`src/rtl/ifetch_pkg.sv`:
```
// ifetch_pkg: shared types and sizing constants for the instruction fetch controller
package ifetch_pkg;
  typedef enum logic {IDLE, RUN} state_t;
  localparam int PC_W       = 10;
  localparam int INST_W     = 32;
  localparam int FIFO_DEPTH = 2;
  localparam int ENTRY_W    = PC_W + INST_W;
endpackage

```
`src/rtl/ifetch_buf.sv`:
```
// ifetch_buf: 2-entry {pc, inst} FIFO with push/pop/flush and full/empty flags
module ifetch_buf
  import ifetch_pkg::*;
(
  input  logic               clk,
  input  logic               rst,
  input  logic               push,
  input  logic               pop,
  input  logic               flush,
  input  logic [ENTRY_W-1:0] din,
  output logic [ENTRY_W-1:0] dout,
  output logic               full,
  output logic               empty
);
  localparam int PW = $clog2(FIFO_DEPTH);
  localparam int CW = $clog2(FIFO_DEPTH + 1);
  logic [ENTRY_W-1:0] mem_q [FIFO_DEPTH];
  logic [PW-1:0] wr_q, wr_d, rd_q, rd_d;
  logic [CW-1:0] count_q, count_d;
  logic do_push, do_pop;
  assign full  = count_q == CW'(FIFO_DEPTH);
  assign empty = count_q == '0;
  assign dout  = mem_q[rd_q];
  always_comb begin
    do_push = push && !flush && (!full || pop);
    do_pop  = pop && !flush && !empty;
    wr_d    = flush ? '0 : wr_q + PW'(do_push);
    rd_d    = flush ? '0 : rd_q + PW'(do_pop);
    count_d = flush ? '0 : count_q + CW'(do_push) - CW'(do_pop);
  end
  always_ff @(posedge clk) begin
    if (rst) begin
      wr_q    <= '0;
      rd_q    <= '0;
      count_q <= '0;
    end else begin
      wr_q    <= wr_d;
      rd_q    <= rd_d;
      count_q <= count_d;
    end
  end
  // Storage is left unreset; count gates visibility of stale entries.
  always_ff @(posedge clk) begin
    if (do_push) mem_q[wr_q] <= din;
  end
endmodule

```
`src/rtl/ifetch_ctrl.sv`:
```
// ifetch_ctrl: PC sequencer feeding a 2-entry fetch buffer; IFETCH_ALIGN_CHECK_EN adds sticky misaligned-redirect fetch_err
module ifetch_ctrl
  import ifetch_pkg::*;
#(
  parameter logic [PC_W-1:0] RESET_PC = 10'h000
) (
  input  logic              clk,
  input  logic              rst,
  input  logic              run,
  output logic [PC_W-1:0]   imem_addr,
  output logic [1:0]        imem_word,
  input  logic [63:0]       imem_data,
  output logic              inst_valid,
  output logic [INST_W-1:0] inst,
  output logic [PC_W-1:0]   inst_pc,
  input  logic              inst_ready,
  input  logic              redirect_valid,
  input  logic [PC_W-1:0]   redirect_pc
`ifdef IFETCH_ALIGN_CHECK_EN
  ,
  output logic              fetch_err
`endif
);
  state_t state_q, state_d;
  logic [PC_W-1:0] pc_q, pc_d;
  logic err_q, err_d;
  logic full, empty, pop, fetch;
  logic [ENTRY_W-1:0] head;
  logic unused;
  assign unused     = ^{imem_data[63:32], redirect_pc[1:0]};
  assign imem_addr  = pc_q;
  assign imem_word  = 2'b00;
  assign inst_valid = !empty;
  assign {inst_pc, inst} = head;
`ifdef IFETCH_ALIGN_CHECK_EN
  assign fetch_err = err_q;
`endif
  always_comb begin
    pop     = !empty && inst_ready && !redirect_valid;
    fetch   = state_q == RUN && !err_q && !redirect_valid && (!full || pop);
    pc_d    = redirect_valid ? {redirect_pc[PC_W-1:2], 2'b00} : fetch ? pc_q + PC_W'(4) : pc_q;
    state_d = run ? RUN : IDLE;
`ifdef IFETCH_ALIGN_CHECK_EN
    err_d   = err_q || (redirect_valid && redirect_pc[1:0] != 2'b00);
`else
    err_d   = 1'b0;
`endif
  end
  always_ff @(posedge clk) begin
    if (rst) begin
      state_q <= IDLE;
      pc_q    <= RESET_PC;
      err_q   <= 1'b0;
    end else begin
      state_q <= state_d;
      pc_q    <= pc_d;
      err_q   <= err_d;
    end
  end
  ifetch_buf u_buf (
    .clk  (clk),
    .rst  (rst),
    .push (fetch),
    .pop  (pop),
    .flush(redirect_valid),
    .din  ({pc_q, imem_data[INST_W-1:0]}),
    .dout (head),
    .full (full),
    .empty(empty)
  );
endmodule

```
`config.mk`:
```
export PLATFORM = sky130hd
export DESIGN_NAME = ifetch_ctrl
export DESIGN_NICKNAME = d
export VERILOG_FILES = /design/src/rtl/ifetch_pkg.sv /design/src/rtl/ifetch_buf.sv /design/src/rtl/ifetch_ctrl.sv
export SDC_FILE = /design/constraint.sdc
export NUM_CORES = 1
export LEC_CHECK = 0
export CORE_ASPECT_RATIO = 1.75
export CORE_MARGIN = 2
export CORE_UTILIZATION = 44
export DETAILED_ROUTE_END_ITERATION = 6
export PLACE_DENSITY = 0.77
export RECOVER_POWER = 100
export SYNTH_ARGS = -nofsm -noshare
export SYNTH_HDL_FRONTEND = slang
export SYNTH_SLANG_ARGS = --single-unit
```
`constraint.sdc`:
```
create_clock -name clk -period 3.5 [get_ports clk]
set_clock_uncertainty 0.15 [all_clocks]
set_input_delay 0.35 -clock clk [delete_from_list [all_inputs] [get_ports clk]]
set_output_delay 0.35 -clock clk [all_outputs]
set_load 0.005 [all_outputs]
```
## Yosys cells after proc, flatten, opt, wreduce, memory -nomap -nowiden

Memory sizes are Yosys's and may differ from the RTL's. A register that Yosys moved wholly into a read port is not among the register bits.
Index checks and enable logic that the tools add are counted.

- Register bits: 15
- RAM bits: 84
- Input bits: 79
- Output and inout port bits: 55
- Logic and storage cells: 34
- Memories kept: 1

- Add/subtract/negate cells: 5
- Eq/ne operators: 1
- Muxes and demuxes: 6
- Reductions and logical operators: 15

Memories:

| name | depth | bits a word | rd ports | clocked after memory_dff | write ports | RTL line | RTL |
|---|---|---|---|---|---|---|---|
| u_buf.mem_q | 2 | 42 | 1 | 1 | 1 | ifetch_buf.sv:17 | `logic [ENTRY_W-1:0] mem_q [FIFO_DEPTH];` |

Operators with widths:

| operator | count |
|---|---|
| 2-to-1 mux 10 bit | 2 |
| adder 10 x 3 -> 10 bit, second input constant | 1 |
| logical AND 1 bit | 8 |
| 2-to-1 mux 1 bit | 4 |
| zero test 1 bit | 3 |
| adder 1 bit | 2 |
| adder 2 x 1 -> 2 bit | 1 |
| equality test 2 bit, second input constant | 1 |
| zero test 2 bit | 1 |
| nonzero test 2 bit | 1 |
| OR reduction 2 bit | 1 |
| subtractor 2 x 1 -> 2 bit | 1 |
| logical OR 1 bit | 1 |

## Longest topological paths before layout

Gate-level depths: netlist (run 1).

- Word-level depth: 10
- Mapped depth: 8
- Mapped depth without buffers: 8

## Hierarchy

From an unflattened synthesis (run 1), not the netlist that was laid out.

- Cells, all modules: 217
- Area total of the unflattened synthesis: 3998.8 um^2

By module, submodules not included:

| module | times used | cells each | area an instance (um^2) | seq. area each (um^2) |
|---|---|---|---|---|
| ifetch_buf | 1 | 156 | 3450.8 | 2602.5 |
| ifetch_ctrl | 1 | 61 | 548.0 | 180.2 |

## Worst setup path after synthesis (run 1)

Ideal clock, no wire load.

- Path kind: register -> register
- Start point: register u_buf.count_q[1]
- End point: memory u_buf.mem_q[1][0] (netlist bit), enable pin
- Library setup time: 0.401 ns
- Arrival time: 1.970 ns
- Required time: 2.949 ns
- Setup slack: 0.978 ns
- Cell stages (with the launch flop): 5
- Path buffers: 1
- Clock period less this slack: 2.522 ns
- Path through: dfxtp_1 > nor3b_2 > buf_2 > nor3_1 > ha_1

- Longest elaborated chain between the ends: 10
- Elaborated cells on any way between the ends: 12
- Those cells by class: eq/ne: 1; mux: 2; reduce/logical: 9

Ends and longest elaborated chain:

| item | RTL line | RTL |
|---|---|---|
| start, declared | ifetch_buf.sv:19 | `logic [CW-1:0] count_q, count_d;` |
| start signal, assigned | ifetch_buf.sv:39 | `count_q <= count_d;` |
| zero test 2 bit | ifetch_buf.sv:22 | `assign empty = count_q == '0;` |
| zero test 1 bit | ifetch_ctrl.sv:39 | `pop = !empty && inst_ready && !redirect_valid;` |
| logical AND 1 bit (2 in a row) | ifetch_ctrl.sv:39 |  |
| logical OR 1 bit (*) | ifetch_buf.sv:25, ifetch_ctrl.sv:40 |  |
| logical AND 1 bit | ifetch_ctrl.sv:40 | `fetch = state_q == RUN && !err_q && !redirect_valid && (!full \|\| pop);` |
| logical AND 1 bit | ifetch_buf.sv:25 | `do_push = push && !flush && (!full \|\| pop);` |
| logical AND 1 bit (*) | ifetch_buf.sv:25 |  |
| 2-to-1 mux 1 bit (*) | ifetch_buf.sv:44 | `if (do_push) mem_q[wr_q] <= din;` |
| 2-to-1 mux 1 bit (implied by the code) (*) | ifetch_buf.sv:44 |  |
| end, declared | ifetch_buf.sv:17 |  |

Mark *: on every way between the ends. The rest lies on a longest branch, timed or not.

==> results by group, run 1 <==
Worst setup path
  • Crit path required time: 3.00 ns
  • Length in cells of the worst reg-to-reg path: 4
  • CP startpoint kind: register
  • Reg-to-reg setup timing slack: 1.15 ns
  • Sort of element at the end of the critical path: output pin
  • Critical setup path kind: register to output pin
  • Cell at the slowest stage of the critical path: dfxtp_1
  • Slowest cell delay on critical path: between 0.6 and 0.7 ns
  • Origin of the critical flop-to-flop path: u_buf.count_q[1]$_SDFF_PP0_
  • End of the worst register-to-register path: u_buf.mem_q[1][6]$_DFFE_PP_
  • Cell Chain, Critical Path: clkbuf_1 > mux2_2 > clkdlybuf4s50_1
  • Data arrival, critical path: between 2 and 2.5 ns
  • Top fanout value on the critical path: 12

GRT
  • Largest net degree at the start of global routing: 31
  • Overall fraction of global-route tracks in use: roughly 15%
  • Number of antenna violations at the first check in global routing: 0
  • Number of global-route vias before repair: 2,123
  • GRT overflow: 0
  • First-pass GRT wire length: 10.24 mm

Timing
  • Final critical-path share of the clock period: about 83%
  • Maximum clock rate: about 340 MHz
  • Final hold violation count: 0
  • Final number of setup-violating endpoints: 0
  • Hold Slack: 0.3747 ns
  • Final slew viol count: 0
  • Max transition margin: between 50% and 60%
  • Setup tns final: 0 ns
  • Min setup slack post-route: 0.5859 ns
  • Final critical delay including setup and external delays: a little under 3 ns
  • Worst Max-Slew Pin Slew: roughly 0.71 ns
  • RSZ-0062 raised after global routing: false

Pwr
  • Power Density: between 400 and 500 mW/mm^2
  • Leakage power figure: roughly 1.7 nW
  • Worst VDD drop: 0.2638 mV
  • Total Power Consumption: 2.372 mW

Yosys
  • Area of the mapped netlist: 0.003654 mm^2
  • YS warnings: 0
  • Flip-flop and latch count after synthesis: 93
  • Library cell with the largest summed area after synthesis: edfxtp_1
  • Synthesized instance count: ~220
  • Sequential area share after synthesis: between 70% and 80%
  • Synth top area share: about 66%
  • Main area contributors after synthesis: edfxtp_1, mux2_2, dfxtp_1
  • Number of library cell types mapped by synthesis: 33
  • Mean post-synth cell area: 16.84 um^2

Outcome
  • Run status: completed

Detailed routing
  • Per-cell routed wire length: between 15 and 20 um
  • Antenna Violating Nets Remaining: 0
  • DRC violation count after routing: 0
  • Final WL: 6.869 mm
  • Number of vias per cell after detailed routing: about 5.2
  • Number of vias after detailed routing: about 2,200
  • Detailed Route Iter0 Violations: between 100 and 150
  • First-pass iteration count of the detailed router: 4

Clocking
  • Post-CTS setup buffer count: 0
  • CTS Root Cell: clkbuf_16
  • Number of clock buffers inserted by TritonCTS: 9
  • Sinks on Clock Net: 93
  • Clk Latency, worst-skew pair: 0.33 ns
  • # H-tree levels: 3
  • Reg clk slew, reported paths: 0.06 ns
  • Clk buf depth: 2
  • TritonCTS clock tree: yes
  • Quantity of gates resized following cts: 0
  • Hold-fix buffer count after cts: 0

Hold path
  • Hold path depth: 0
  • Classification of the worst-slack hold path: register to register
  • Start point of the worst min-delay path: imem_addr[9]$_SDFFE_PP0P_
  • Capture endpoint of the worst hold path: u_buf.mem_q[1][41]$_DFFE_PP_

Placement
  • Worst-case setup slack after placement: approximately 0.86 ns
  • Final GP Congestion: ~0.70
  • Post-detailed-placement cell area: between 0.004 and 0.005 mm^2
  • Placed Cells incl. Taps: approximately 400
  • Number of port buffers: 93
  • Detail Placement HPWL: 4.783 mm

Cells and area
  • Final core occ: 60.95%
  • Commonest non-fill, non-tap cells in the layout: edfxtp_1, dlygate4sd3_1, clkdlybuf4s50_1, mux2_2, dfxtp_1
  • Antenna diode count: 0
  • Final Instance Area: 0.005000 mm^2
  • Area added between synthesis and finish: 36.85%
  • Proportion of layout cells with a drive suffix above 1: between 10% and 20%
  • Post-layout net count: 399
  • Commonest non-fill, non-tap cell in the layout: edfxtp_1
  • Finished Layout Cells: around 410

Floorplan
  • IO Pins: 134
  • Chip width: approximately 73 um
  • Initial cell density of the core: approximately 45%
  • DIE HEIGHT: 124.5 um
  • Row cnt: 44
  • Placeable core area: 0.008203 mm^2
  • Die ar.: ~0.0091 mm^2

Run
  • Max_cap viols: 0
[synth_stat cells]
cell / n
a311oi_1: 7
a31o_1: 1
a41oi_1: 1
and3_1: 1
and3b_1: 1
buf_1: 1
buf_2: 1
buf_4: 6
clkbuf_1: 7
conb_1: 1
dfxtp_1: 13
edfxtp_1: 80
ha_1: 5
inv_1: 7
mux2_2: 40
nand2_1: 4
nand3_1: 2
nand4_1: 3
nand4_2: 1
nand4bb_1: 1
nor2_1: 9
nor2b_1: 1
nor3_1: 3
nor3b_1: 1
nor3b_2: 1
nor4b_1: 1
o21ai_0: 5
o31ai_1: 3
or2_2: 1
or3_1: 2
or3b_1: 1
or4_1: 4
xor2_1: 2
[how the worst max path moves through the flow]
stage,start,to,slack [ns],cells past startpoint
floorplan,u_buf.count_q[1]$_SDFF_PP0_,u_buf.mem_q[1][0]$_DFFE_PP_,0.98,4
global placement,inst_ready,u_buf.mem_q[0][21]$_DFFE_PP_,0.92,5
detailed placement,inst_ready,u_buf.mem_q[1][21]$_DFFE_PP_,0.86,5
CTS,u_buf.rd_q$_SDFF_PP0_,inst[20],0.92,3
global route,u_buf.rd_q$_SDFF_PP0_,inst_pc[5],0.46,3
finish,u_buf.rd_q$_SDFF_PP0_,inst_pc[6],0.59,3
[cell families after synthesis]
family                     Yosys count  synth area share [%]
DFF                                 93                 72.88
muxes                               40                 12.33
and+or+nand+nor                     37                 6.130
buffers and inverters               22                 2.911
AOI/OAI and AO/OA                   17                 3.459
adders and majority gates            5                 1.712
xor gates and xnor gates             2                0.4795
other                                1                0.1026
[worst max-delay path: cells and delay by family (launching register included)]
family                 cells  cell delay [ns]
buffers and inverters      2             1.03
flip-flops                 1             0.65
multiplexers               1             0.40
[final cells by class]
type,instances,area (um^2)
clock buffer,13,270.3
sequential,93,2663
clock inverter,3,42.54
fill,644,3203
timing repair buffer,97,979.7
inverter,7,26.28
multi-input combinational,107,903.4
tap,92,115.1
[sequential cells by signal, summed over array words and instances, names as in the netlist]
| signal | count |
|---|---|
| u_buf.rd_q | 1 |
| u_buf.wr_q | 1 |
| u_buf.count_q | 2 |
| u_buf.mem_q | 80 |
| state_q | 1 |
| imem_addr | 8 |
[routing by layer]
| layer | GRT usage (%) | vias up | wire [um] |
|---|---|---|---|
| met5 | 0 | - | 0 |
| met4 | 7.190 | 0 | 129 |
| met3 | 3.722 | 7 | 308 |
| met2 | 28.34 | 65 | 3990 |
| met1 | 15.13 | 1053 | 2441 |
| li1 | - | 1025 | - |
[report_power, final]
group          internal, mW  switching [mW]  total (mW)
combinational        0.0915          0.0541       0.146
clock                 0.610           0.366       0.976
sequential             1.23          0.0191        1.25
total                  1.93           0.439        2.37
Power figures use the tool's default switching activity.
==> run 2, diff against run 1 <==
--- a/config.mk
+++ b/config.mk
@@ -7,9 +7,9 @@
 export LEC_CHECK = 0
 export CORE_ASPECT_RATIO = 1.75
 export CORE_MARGIN = 2
-export CORE_UTILIZATION = 44
+export CORE_UTILIZATION = 40
 export DETAILED_ROUTE_END_ITERATION = 6
-export PLACE_DENSITY = 0.77
+export PLACE_DENSITY = 0.74
 export RECOVER_POWER = 100
 export SYNTH_ARGS = -nofsm -noshare
 export SYNTH_HDL_FRONTEND = slang
==> constraint.sdc (replaced) <==
create_clock -name clk -period 2.53 [get_ports clk]
set_clock_uncertainty 0.15 [all_clocks]
set_input_delay 0.253 -clock clk [delete_from_list [all_inputs] [get_ports clk]]
set_output_delay 0.253 -clock clk [all_outputs]
set_load 0.005 [all_outputs]
==> run 2 against run 1 <==
  * Clock power grew 26%
  * Combinational power grew 41%
  * Power grew 34%
  * First-iteration DRC count grew 44%
  * Non-clock buffer count grew 4
  * Worst setup slack lost 0.35 ns
  * Critical path depth is the same
  * Wire length grew 3.1%
  * Worst hold slack lost 0.049 ns
  * Sequential share of layout area is essentially flat
==> results by group, run 2 (synthesis results as in run 1) <==
Outcome
  • Run status: completed

Clocking
  • Clk buf depth: 2 (unchanged)
  • TritonCTS clock tree: yes
  • Reg clk slew, reported paths: 0.06 ns (about the same)
  • CTS Root Cell: clkbuf_16
  • # H-tree levels: 3 (unchanged)
  • Clk Latency, worst-skew pair: 0.33 ns (about the same)
  • Hold-fix buffer count after cts: 0 (unchanged)
  • Quantity of gates resized following cts: 0 (unchanged)
  • Post-CTS setup buffer count: 0 (unchanged)
  • Number of clock buffers inserted by TritonCTS: 9 (unchanged)
  • Sinks on Clock Net: 93 (unchanged)

Timing
  • Final slew viol count: 0 (unchanged)
  • RSZ-0062 raised after global routing: false
  • Final critical delay including setup and external delays: around 2.3 ns
  • Hold Slack: 0.3257 ns (-0.04892 ns)
  • Final hold violation count: 0 (unchanged)
  • Worst Max-Slew Pin Slew: 0.5521 ns (-0.1541 ns)
  • Setup tns final: 0 ns (unchanged)
  • Maximum clock rate: approximately 440 MHz
  • Final number of setup-violating endpoints: 0 (unchanged)
  • Final critical-path share of the clock period: ~91%
  • Max transition margin: 63.07% (+10 points)

Cells and area
  • Proportion of layout cells with a drive suffix above 1: 19.75% (+1.3 points)
  • Commonest non-fill, non-tap cells in the layout: edfxtp_1, clkdlybuf4s50_1, dlygate4sd3_1, mux2_2, dfxtp_1
  • Largest register FFs: 80 (unchanged)
  • Area added between synthesis and finish: 36.95% (about the same)
  • Register bank with the most flops: u_buf.mem_q
  • Commonest non-fill, non-tap cell in the layout: edfxtp_1
  • Post-layout net count: 403 (+1.0%)
  • Finished Layout Cells: 446 (+8.3%)
  • Final core occ: 55.73% (-5.2 points)

Hold path
  • Start point of the worst min-delay path: run
  • Hold path depth: 2 (+2)
  • Classification of the worst-slack hold path: input pin to register
  • Capture endpoint of the worst hold path: state_q$_SDFF_PP0_

Detailed routing
  • Final WL: 7.082 mm (+3.1%)
  • Per-cell routed wire length: 15.88 um (-4.8%)
  • First-pass iteration count of the detailed router: 4 (unchanged)
  • Antenna Violating Nets Remaining: 0 (unchanged)
  • Number of vias after detailed routing: 2,190 (+1.9%)
  • DRC violation count after routing: 0 (unchanged)
  • Number of vias per cell after detailed routing: 4.910 (-5.9%)
  • Detailed Route Iter0 Violations: 156 (+44%)

Pwr
  • Switching power: 0.6157 mW (+40%)
  • Power Density: 632.9 mW/mm^2 (+33%)
  • Internal portion of total power: 2.551 mW (+32%)
  • Worst VDD drop: 0.3640 mV (+38%)
  • Switching Share: 19.44% (+0.92 points)
  • Part of the total power dissipated in the clock network: 39.0% (-2.2 points)
  • Leakage power figure: 1.732 nW (-0.26%)
  • Share of total power in sequential cells: 54.5% (+1.8 points)
  • Combinational cell fraction of total power: 6.5% (+0.4 points)

GRT
  • First-pass GRT wire length: 10.94 mm (+6.9%)
  • Met2 demand-to-capacity share in global routing: 27.54% (-0.80 points)
  • Number of global-route vias before repair: 2,161 (+1.8%)
  • GRT overflow: 0 (unchanged)
  • Number of antenna violations at the first check in global routing: 1 (+1)
  • M3 GR Usage: 2.885% (-0.84 points)
  • Largest net degree at the start of global routing: 28 (-9.7%)
  • Peak-usage layer in the global routing report: met2
  • Overall fraction of global-route tracks in use: 14.53% (-0.75 points)
  • Global Route met1 Usage: 14.68% (-0.45 points)

Floorplan
  • DIE HEIGHT: 130.4 um (+4.7%)
  • Initial cell density of the core: 40.69% (-3.8 points)
  • Placeable core area: 0.008979 mm^2 (+9.5%)
  • Row cnt: 46 (+4.5%)
  • Die ar.: 0.009944 mm^2 (+9.6%)
  • Chip width: 76.25 um (+4.6%)
  • IO Pins: 134 (unchanged)

Placement
  • Placed Cells incl. Taps: 428 (+8.1%)
  • Final GP Congestion: 0.7777 (+10%)
  • Detail Placement HPWL: 5.027 mm (+5.1%)
  • Number of port buffers: 93 (unchanged)

Worst setup path
  • Critical setup path kind: register to output pin
  • Length in cells of the worst reg-to-reg path: 4 (unchanged)
  • Data arrival, critical path: 1.89 ns (-0.52 ns)
  • Crit path required time: 2.13 ns (-0.87 ns)
  • CP startpoint kind: register
  • End of the worst register-to-register path: u_buf.mem_q[1][11]$_DFFE_PP_
  • Origin of the critical flop-to-flop path: state_q$_SDFF_PP0_
  • Top fanout value on the critical path: 27 (+15)
  • Sort of element at the end of the critical path: output pin
  • Reg-to-reg setup timing slack: 0.36 ns (-0.79 ns)

Run
  • Max_cap viols: 0 (unchanged)
run 2: layer usage:
metal	routed length (um)	up-vias
met4	215	0
met3	255	14
met2	4154	64
met1	2457	1076
li1	-	1036
met5	0	-
run 2: cell type report:
type	instances	area, um^2
Clock buffer	12	257.7
Timing Repair Buffer	101	975.9
Antenna cell	2	5.005
Clock inverter	4	21.27
Tap cell	120	150.1
Multi-Input combinational cell	107	903.4
Fill cell	755	3975
Inverter	7	26.28
Sequential cell	93	2664
run 2: critical path: stages, from the launching register on:
cell	delay (ns)
dfxtp_2	0.32
clkbuf_4	0.38
mux2_2	0.38
clkdlybuf4s50_1	0.47
run 2: worst max path at each step:
stage | endpoint | startpoint | depth (start not counted) | slack, ns
after floorplan | u_buf.mem_q[1][0]$_DFFE_PP_ | u_buf.count_q[1]$_SDFF_PP0_ | 4 | 0.008
after global placement | u_buf.mem_q[1][18]$_DFFE_PP_ | inst_ready | 5 | 0.34
after detailed placement | u_buf.count_q[1]$_SDFF_PP0_ | inst_ready | 9 | 0.26
after CTS | inst[23] | u_buf.rd_q$_SDFF_PP0_ | 3 | 0.24
after global routing | inst[2] | u_buf.rd_q$_SDFF_PP0_ | 3 | 0.13
final | inst[26] | u_buf.rd_q$_SDFF_PP0_ | 3 | 0.24
run 2: power by group through the flow:
| stage | registers, mW | logic [mW] | clock network (mW) |
|---|---|---|---|
| 6_report | 1.73 | 0.206 | 1.23 |
| 3_5_place_dp | 1.76 | 0.227 | 0 |
| 5_1_grt | 1.73 | 0.224 | 1.33 |
| 2_1_floorplan | 1.75 | 0.0748 | 0 |
| 3_3_place_gp | 1.76 | 0.221 | 0 |
| 4_1_cts | 1.73 | 0.228 | 1.27 |
run 2: per-stage QoR:
step / setup WS [ns] / instance area (um^2) / power, mW
floorplan: 0.008434 / 3672 / 1.829
global placement: 0.3379 / 4765 / 1.978
detailed placement: 0.2618 / 4765 / 1.987
CTS: 0.2387 / 5044 / 3.221
global route: 0.1281 / 5001 / 3.280
finish: 0.2367 / 5004 / 3.167
